$ cat src/rtl/exe_pkg.sv
// Shared definitions for the execute pipeline unit: op-select bit positions,
// FSM states, shift kinds and sideband widths.
package exe_pkg;

  localparam int EXE_FUN_W = 19;
  localparam int WB_SEL_W  = 3;

  localparam int FN_ADD   = 18;
  localparam int FN_SUB   = 17;
  localparam int FN_AND   = 16;
  localparam int FN_OR    = 15;
  localparam int FN_XOR   = 14;
  localparam int FN_SLL   = 13;
  localparam int FN_SRL   = 12;
  localparam int FN_SRA   = 11;
  localparam int FN_SLT   = 10;
  localparam int FN_SLTU  = 9;
  localparam int FN_BEQ   = 8;
  localparam int FN_BNE   = 7;
  localparam int FN_BGE   = 6;
  localparam int FN_BGEU  = 5;
  localparam int FN_BLT   = 4;
  localparam int FN_BLTU  = 3;
  localparam int FN_JALR  = 2;
  localparam int FN_COPY1 = 1;
  localparam int FN_X     = 0;

  typedef enum logic {
    ST_IDLE  = 1'b0,
    ST_SHIFT = 1'b1
  } state_t;

  typedef enum logic [1:0] {
    SH_SLL = 2'd0,
    SH_SRL = 2'd1,
    SH_SRA = 2'd2
  } sh_kind_t;

  // Malformed selects (none or several bits set) must decode as X.
  function automatic logic is_onehot(input logic [EXE_FUN_W-1:0] f);
    return ($countones(f) == 32'sd1);
  endfunction

endpackage

$ cat src/rtl/exe_alu.sv
// Combinational result and branch-compare logic for one decoded exe_fun.
module exe_alu
  import exe_pkg::*;
#(
  parameter int XLEN = 32
) (
  input  logic [XLEN-1:0]      op1,
  input  logic [XLEN-1:0]      op2,
  input  logic [EXE_FUN_W-1:0] exe_fun,
  output logic [XLEN-1:0]      result,
  output logic                 br_taken
);

  localparam int SW = $clog2(XLEN);

  logic [EXE_FUN_W-1:0] w_fun;
  logic [XLEN-1:0]      w_sum;
  logic [XLEN-1:0]      w_diff;
  logic [SW-1:0]        w_shamt;
  logic                 w_eq;
  logic                 w_lt;
  logic                 w_ltu;

  assign w_fun   = is_onehot(exe_fun) ? exe_fun : {EXE_FUN_W{1'b0}};
  assign w_sum   = op1 + op2;
  assign w_diff  = op1 - op2;
  assign w_shamt = op2[SW-1:0];
  assign w_eq    = (op1 == op2);
  assign w_lt    = ($signed(op1) < $signed(op2));
  assign w_ltu   = (op1 < op2);

  // Result/branch select; an all-zero w_fun falls through to the X behaviour.
  always_comb begin
    result   = {XLEN{1'b0}};
    br_taken = 1'b0;
    case (1'b1)
      w_fun[FN_ADD]:   result   = w_sum;
      w_fun[FN_SUB]:   result   = w_diff;
      w_fun[FN_AND]:   result   = op1 & op2;
      w_fun[FN_OR]:    result   = op1 | op2;
      w_fun[FN_XOR]:   result   = op1 ^ op2;
      w_fun[FN_SLL]:   result   = op1 << w_shamt;
      w_fun[FN_SRL]:   result   = op1 >> w_shamt;
      w_fun[FN_SRA]:   result   = $signed(op1) >>> w_shamt;
      w_fun[FN_SLT]:   result   = {{(XLEN-1){1'b0}}, w_lt};
      w_fun[FN_SLTU]:  result   = {{(XLEN-1){1'b0}}, w_ltu};
      w_fun[FN_BEQ]:   br_taken = w_eq;
      w_fun[FN_BNE]:   br_taken = !w_eq;
      w_fun[FN_BGE]:   br_taken = !w_lt;
      w_fun[FN_BGEU]:  br_taken = !w_ltu;
      w_fun[FN_BLT]:   br_taken = w_lt;
      w_fun[FN_BLTU]:  br_taken = w_ltu;
      w_fun[FN_JALR]:  result   = {w_sum[XLEN-1:1], 1'b0};
      w_fun[FN_COPY1]: result   = op1;
      default: begin
        result   = {XLEN{1'b0}};
        br_taken = 1'b0;
      end
    endcase
  end

endmodule

$ cat src/rtl/exe_pipe_unit.sv
// Execute stage: valid/ready handshake, optional bit-serial shifter and a
// registered result/sideband stage that holds under backpressure.
module exe_pipe_unit
  import exe_pkg::*;
#(
  parameter int XLEN         = 32,
  parameter int SERIAL_SHIFT = 0
) (
  input  logic                 clk,
  input  logic                 rst,
  input  logic                 in_valid,
  output logic                 in_ready,
  input  logic [XLEN-1:0]      op1,
  input  logic [XLEN-1:0]      op2,
  input  logic [EXE_FUN_W-1:0] exe_fun,
  input  logic [4:0]           rd,
  input  logic                 rd_wen,
  input  logic                 mem_we,
  input  logic                 mem_re,
  input  logic [WB_SEL_W-1:0]  wb_sel,
  input  logic                 flush,
  output logic                 out_valid,
  input  logic                 out_ready,
  output logic [XLEN-1:0]      alu_result,
  output logic                 br_taken,
  output logic [4:0]           rd_o,
  output logic                 rd_wen_o,
  output logic                 mem_we_o,
  output logic                 mem_re_o,
  output logic [WB_SEL_W-1:0]  wb_sel_o
);

  localparam int SW = $clog2(XLEN);
  localparam logic [SW-1:0] CNT_ONE = {{(SW-1){1'b0}}, 1'b1};

  state_t                r_state;
  logic [SW-1:0]         r_cnt;
  logic [XLEN-1:0]       r_shreg;
  sh_kind_t              r_sk;
  logic                  r_out_valid;
  logic [XLEN-1:0]       r_result;
  logic                  r_br;
  logic [4:0]            r_rd;
  logic                  r_rd_wen;
  logic                  r_mem_we;
  logic                  r_mem_re;
  logic [WB_SEL_W-1:0]   r_wb_sel;

  logic [XLEN-1:0]       w_alu_result;
  logic                  w_alu_br;
  logic                  w_in_ready;
  logic                  w_accept;
  logic                  w_is_shift;
  logic                  w_ser_start;
  logic [SW-1:0]         w_shamt;
  sh_kind_t              w_sk;
  logic [XLEN-1:0]       w_sh_next;

  exe_alu #(.XLEN(XLEN)) u_alu (
    .op1      (op1),
    .op2      (op2),
    .exe_fun  (exe_fun),
    .result   (w_alu_result),
    .br_taken (w_alu_br)
  );

  assign w_in_ready  = (r_state == ST_IDLE) && (!r_out_valid || out_ready) && !flush;
  assign w_accept    = in_valid && w_in_ready;
  assign w_shamt     = op2[SW-1:0];
  assign w_is_shift  = is_onehot(exe_fun) &&
                       (exe_fun[FN_SLL] || exe_fun[FN_SRL] || exe_fun[FN_SRA]);
  // Zero-distance shifts take the single-cycle path through the ALU.
  assign w_ser_start = (SERIAL_SHIFT != 32'sd0) && w_is_shift && (w_shamt != {SW{1'b0}});

  // Shift kind captured at accept for the serial engine.
  always_comb begin
    w_sk = SH_SRA;
    if (exe_fun[FN_SLL]) begin
      w_sk = SH_SLL;
    end else if (exe_fun[FN_SRL]) begin
      w_sk = SH_SRL;
    end else begin
      w_sk = SH_SRA;
    end
  end

  // One-bit step of the serial shifter.
  always_comb begin
    w_sh_next = r_shreg;
    case (r_sk)
      SH_SLL:  w_sh_next = {r_shreg[XLEN-2:0], 1'b0};
      SH_SRL:  w_sh_next = {1'b0, r_shreg[XLEN-1:1]};
      SH_SRA:  w_sh_next = {r_shreg[XLEN-1], r_shreg[XLEN-1:1]};
      default: w_sh_next = r_shreg;
    endcase
  end

  // FSM, serial shift sequencing and output register.
  always_ff @(posedge clk or posedge rst) begin
    if (rst) begin
      r_state     <= ST_IDLE;
      r_cnt       <= {SW{1'b0}};
      r_shreg     <= {XLEN{1'b0}};
      r_sk        <= SH_SLL;
      r_out_valid <= 1'b0;
      r_result    <= {XLEN{1'b0}};
      r_br        <= 1'b0;
      r_rd        <= 5'd0;
      r_rd_wen    <= 1'b0;
      r_mem_we    <= 1'b0;
      r_mem_re    <= 1'b0;
      r_wb_sel    <= {WB_SEL_W{1'b0}};
    end else if (flush) begin
      r_state     <= ST_IDLE;
      r_cnt       <= {SW{1'b0}};
      r_out_valid <= 1'b0;
    end else begin
      case (r_state)
        ST_IDLE: begin
          if (w_accept) begin
            r_result <= w_alu_result;
            r_br     <= w_alu_br;
            r_rd     <= rd;
            r_rd_wen <= rd_wen;
            r_mem_we <= mem_we;
            r_mem_re <= mem_re;
            r_wb_sel <= wb_sel;
            if (w_ser_start) begin
              r_state     <= ST_SHIFT;
              r_cnt       <= w_shamt;
              r_shreg     <= op1;
              r_sk        <= w_sk;
              r_out_valid <= 1'b0;
            end else begin
              r_out_valid <= 1'b1;
            end
          end else if (out_ready) begin
            r_out_valid <= 1'b0;
          end
        end
        ST_SHIFT: begin
          r_shreg <= w_sh_next;
          r_cnt   <= r_cnt - CNT_ONE;
          if (r_cnt == CNT_ONE) begin
            r_state     <= ST_IDLE;
            r_result    <= w_sh_next;
            r_out_valid <= 1'b1;
          end
        end
        default: r_state <= ST_IDLE;
      endcase
    end
  end

  assign in_ready   = w_in_ready;
  assign out_valid  = r_out_valid;
  assign alu_result = r_result;
  assign br_taken   = r_br;
  assign rd_o       = r_rd;
  assign rd_wen_o   = r_rd_wen;
  assign mem_we_o   = r_mem_we;
  assign mem_re_o   = r_mem_re;
  assign wb_sel_o   = r_wb_sel;

endmodule

$ cat config.mk
export PLATFORM = sky130hd
export DESIGN_NAME = exe_pipe_unit
export DESIGN_NICKNAME = d
export VERILOG_FILES = /design/src/rtl/exe_pkg.sv /design/src/rtl/exe_alu.sv /design/src/rtl/exe_pipe_unit.sv
export SDC_FILE = /design/constraint.sdc
export NUM_CORES = 1
export LEC_CHECK = 0
export ABC_CLOCK_PERIOD_IN_PS = 2250
export CORE_ASPECT_RATIO = 1.5
export CORE_MARGIN = 2
export CORE_UTILIZATION = 40
export CTS_CLUSTER_DIAMETER = 50
export DETAILED_ROUTE_END_ITERATION = 12
export HOLD_SLACK_MARGIN = 0.03
export PLACE_DENSITY = 0.63
export SYNTH_ARGS = -nofsm -noshare
export SYNTH_HDL_FRONTEND = slang
export SYNTH_HIERARCHICAL = 1
export SYNTH_SLANG_ARGS = --single-unit
$ cat constraint.sdc
create_clock -name clk -period 2.25 [get_ports clk]
set_input_delay 0.45 -clock clk [delete_from_list [all_inputs] [get_ports clk]]
set_output_delay 0.45 -clock clk [all_outputs]
set_load 0.005 [all_outputs]
==> impl_metrics.xml <==
<?xml version="1.0" encoding="UTF-8"?>
<metrics>
  <group name="floorplan">
    <metric name="io_pins" unit="">145</metric>
    <metric name="placement_rows" unit="">82</metric>
    <metric name="die_h" unit="um">228</metric>
    <metric name="design.core.area" unit="um2">33200</metric>
    <metric name="die-area" unit="um2">35100</metric>
    <metric name="initial_core_utilization" unit="%">40.4</metric>
    <metric name="die_x" unit="um">154</metric>
  </group>
  <group name="synth">
    <metric name="yosys_warnings" unit="">6</metric>
    <metric name="synth_largest_type_area_fraction" unit="%">9.87</metric>
    <metric name="ys_seq_area_share" unit="%">9.50</metric>
    <metric name="yosys_most_used_dff" unit="">dfrtp_1</metric>
    <metric name="netlist-cell-type-count" unit="">99</metric>
    <metric name="post-synth-top-count-cell" unit="">nor2_1</metric>
    <metric name="synth_top_area_cell" unit="">ha_1</metric>
    <metric name="synthesis.area_per_instance" unit="um2">7.49</metric>
    <metric name="ys_top_cells_by_area" unit="">ha_1, dfrtp_1, mux4_2</metric>
    <metric name="synthArstFlopShare" unit="%">100</metric>
    <metric name="netlist_area" unit="um2">13400</metric>
    <metric name="post_synth_inst_count" unit="">1794</metric>
    <metric name="synth-seq-cells" unit="">51</metric>
    <metric name="synth.net_count" unit="">2014</metric>
    <metric name="post_synth_most_frequent_cells" unit="">nor2_1, a21oi_1, nand2_1, inv_1, o21ai_0</metric>
    <metric name="synth-edff-count" unit="">0</metric>
  </group>
  <group name="critical_path">
    <metric name="worstReg2RegEnd" unit="">alu_result[4]</metric>
    <metric name="worst-endpoint-required" unit="ps">2440</metric>
    <metric name="r2r_slack" unit="ps">290</metric>
    <metric name="r2r_start" unit="">r_cnt[1]</metric>
    <metric name="critical_path_class" unit="">input port to register</metric>
    <metric name="timing.reg2reg.worst_path_depth" unit="">6</metric>
    <metric name="critical_path.endpoint_type" unit="">register</metric>
    <metric name="crit_arrival" unit="ps">6440</metric>
    <metric name="critical_path_start_type" unit="">input port</metric>
    <metric name="critPathMaxFanout" unit="">8</metric>
  </group>
  <group name="power">
    <metric name="power.density" unit="nW/um2">774</metric>
    <metric name="vdd_drop_max" unit="V">0.000528</metric>
    <metric name="power.static_leakage" unit="nW">9.90</metric>
  </group>
  <group name="global_routing">
    <metric name="grtUsageTotal" unit="%">43.5</metric>
    <metric name="grt_antenna_before_repair" unit="">0</metric>
    <metric name="largest_net_degree_at_the_start_of_global_routing" unit="">76</metric>
    <metric name="grt-ovfl-total" unit="">0</metric>
    <metric name="grt_pass1_wl" unit="mm">116</metric>
    <metric name="first_global_vias" unit="">18200</metric>
  </group>
  <group name="clock_tree">
    <metric name="cts_tree" unit="">built</metric>
    <metric name="ctsLongestPathBuffers" unit="">2</metric>
    <metric name="tritoncts.num_buffers" unit="">5</metric>
    <metric name="cts.reportedPaths.clkPinSlew" unit="ps">70</metric>
    <metric name="clk_latency" unit="ps">310</metric>
    <metric name="cts-hold-fix-buffers" unit="">0</metric>
    <metric name="clock-sinks" unit="">51</metric>
    <metric name="cts.root.buffer_cell" unit="">clkbuf_16</metric>
    <metric name="h_tree_depth_reported_by_cts" unit="">2</metric>
  </group>
  <group name="drt">
    <metric name="drt-pass1-iter-count" unit="">6</metric>
    <metric name="avgViaCountPerCell" unit="">6.21</metric>
    <metric name="routed_wl" unit="mm">79.1</metric>
    <metric name="drt_first_iter_violations" unit="">1779</metric>
    <metric name="avgRoutedWirePerCell" unit="um">27.0</metric>
    <metric name="detailroute.via_count" unit="">18200</metric>
    <metric name="drc_errors" unit="">0</metric>
    <metric name="drt.antenna.violating_nets" unit="">0</metric>
  </group>
  <group name="timing">
    <metric name="tightest_slew" unit="ps">912</metric>
    <metric name="timing.final.crit_share" unit="%">278</metric>
    <metric name="hold_viol_final" unit="">0</metric>
    <metric name="max_freq" unit="GHz">0.160</metric>
    <metric name="timing.hold.ws" unit="ps">448</metric>
    <metric name="grt_setup_unrepaired" unit="">yes</metric>
    <metric name="final.setup_skew" unit="ps">5.78</metric>
    <metric name="layout_min_cycle_time" unit="ps">6250</metric>
    <metric name="timing.final.setup_violations" unit="">33</metric>
    <metric name="maxSlewHeadroom" unit="%">38.8</metric>
    <metric name="final.setup.worst_slack" unit="ps">-4000</metric>
    <metric name="maxSlewViolCount" unit="">0</metric>
    <metric name="tns" unit="ps">-128780</metric>
  </group>
  <group name="cells_and_area">
    <metric name="drive_gt1_share" unit="%">39.9</metric>
    <metric name="area_growth" unit="%">59.5</metric>
    <metric name="fillers" unit="">2992</metric>
    <metric name="final_net_count" unit="">2730</metric>
    <metric name="antenna_cells" unit="">0</metric>
  </group>
  <group name="status">
    <metric name="run_status" unit="">complete, but fails checks</metric>
    <metric name="violations_in_the_final_reports" unit="">negative setup slack</metric>
  </group>
  <group name="place">
    <metric name="place.port_buffers" unit="">144</metric>
    <metric name="place.gp.congestion" unit="">1.10</metric>
    <metric name="dp.final_hpwl" unit="mm">64.6</metric>
  </group>
  <group name="hold_path">
    <metric name="worst_hold_path_type" unit="">input port to asynchronous set/reset pin</metric>
  </group>
  <group name="flow_run">
    <metric name="number_of_maximum_capacitance_constraint_violations" unit="">0</metric>
  </group>
</metrics>
[area by class of cell]
class / instances / area, um2 / share of cell area (%)
multi-input combinational: 1482 / 11900 / 55.6
timing repair buffer: 846 / 7110 / 33.2
sequential: 51 / 1280 / 5.96
tap: 420 / 526 / 2.45
inverter: 124 / 468 / 2.18
clock buffer: 6 / 129 / 0.601
clock inverter: 2 / 12.5 / 0.0584
[cells in the final DEF (no fill, tap or decap), types with 33 or more instances in the layout]
| cell | instances |
|---|---|
| a21oi_1 | 167 |
| buf_4 | 638 |
| buf_6 | 45 |
| clkdlybuf4s50_1 | 130 |
| dfrtp_1 | 51 |
| ha_1 | 106 |
| inv_1 | 115 |
| mux2_4 | 33 |
| mux2i_1 | 50 |
| mux4_2 | 46 |
| nand2_1 | 127 |
| nor2_1 | 182 |
| nor2b_1 | 37 |
| nor3_1 | 34 |
| o21ai_0 | 87 |
[metal layers]
layer | track usage, % | routed length (um)
met5 | 0 | 0
met4 | 28.3 | 6540
met3 | 5.18 | 5870
met2 | 72.8 | 37200
met1 | 52.3 | 29500
[metrics by stage]
step	utilization, %	instance area [um2]	setup slack, ps	cells	total power, mW
floorplan	-	13700	-3650	1794	7.45
global placement	60.4	20100	-4920	2883	13.3
detailed placement	60.4	20100	-5030	2883	13.4
CTS	62.0	20600	-4190	2902	15.0
global route	64.5	21400	-4200	2931	17.3
finish	64.5	21400	-4000	2931	16.6
[state kept, by name, indices dropped and copies added, names as in the netlist]
register,cells
mem_re_o,1
r_state,1
alu_result,32
br_taken,1
mem_we_o,1
out_valid,1
rd_wen_o,1
rd_o,5
wb_sel_o,3
r_cnt,5
[where the power goes]
part / switching [mW] / internal (mW) / total [mW]
Clock: 0.392 / 0.413 / 0.805
Combinational: 7.30 / 7.16 / 14.5
Sequential: 0.169 / 1.15 / 1.32
[worst max-delay path: stages]
cell and delay (ps):
buf_8 80, inv_4 30, fa_1 550, inv_2 50, fa_1 480, fa_1 510, inv_1 50, fa_1 460
fa_1 520, inv_2 40, fa_2 340, fa_2 430, nor4b_2 220, nand2_1 130, buf_6 140, nor2_4 160
buf_4 150, nand2_2 60, buf_6 130, buf_6 130, buf_4 170, a311o_1 300, a31oi_2 290, a211oi_2 90
nor2b_2 180, mux2_4 270
[worst max path at each step]
stage                     start              to  cells past startpoint
floorplan           exe_fun[11]  alu_result[25]                     24
global placement     exe_fun[5]  alu_result[10]                     27
detailed placement   exe_fun[5]  alu_result[10]                     27
CTS                 exe_fun[15]  alu_result[26]                     26
global route         exe_fun[9]  alu_result[10]                     27
finish               exe_fun[9]   alu_result[9]                     26
[cell families after synthesis]
logic type	share of synthesized area [%]
buffers and inverters	8.24
xor gates and xnor gates	2.28
AOI/OAI and AO/OA	31.5
muxes	17.5
adders and majority gates	12.1
and+or+nand+nor	18.9
DFF	9.50
[what timing repair did]
item                       4_1_cts  5_1_grt
pin swaps                       42       66
setup endpoints to repair       33       33
gates cloned                     1        1
buffers inserted                11       33
resized for setup              123      137
(Power assumes the default switching activity.)
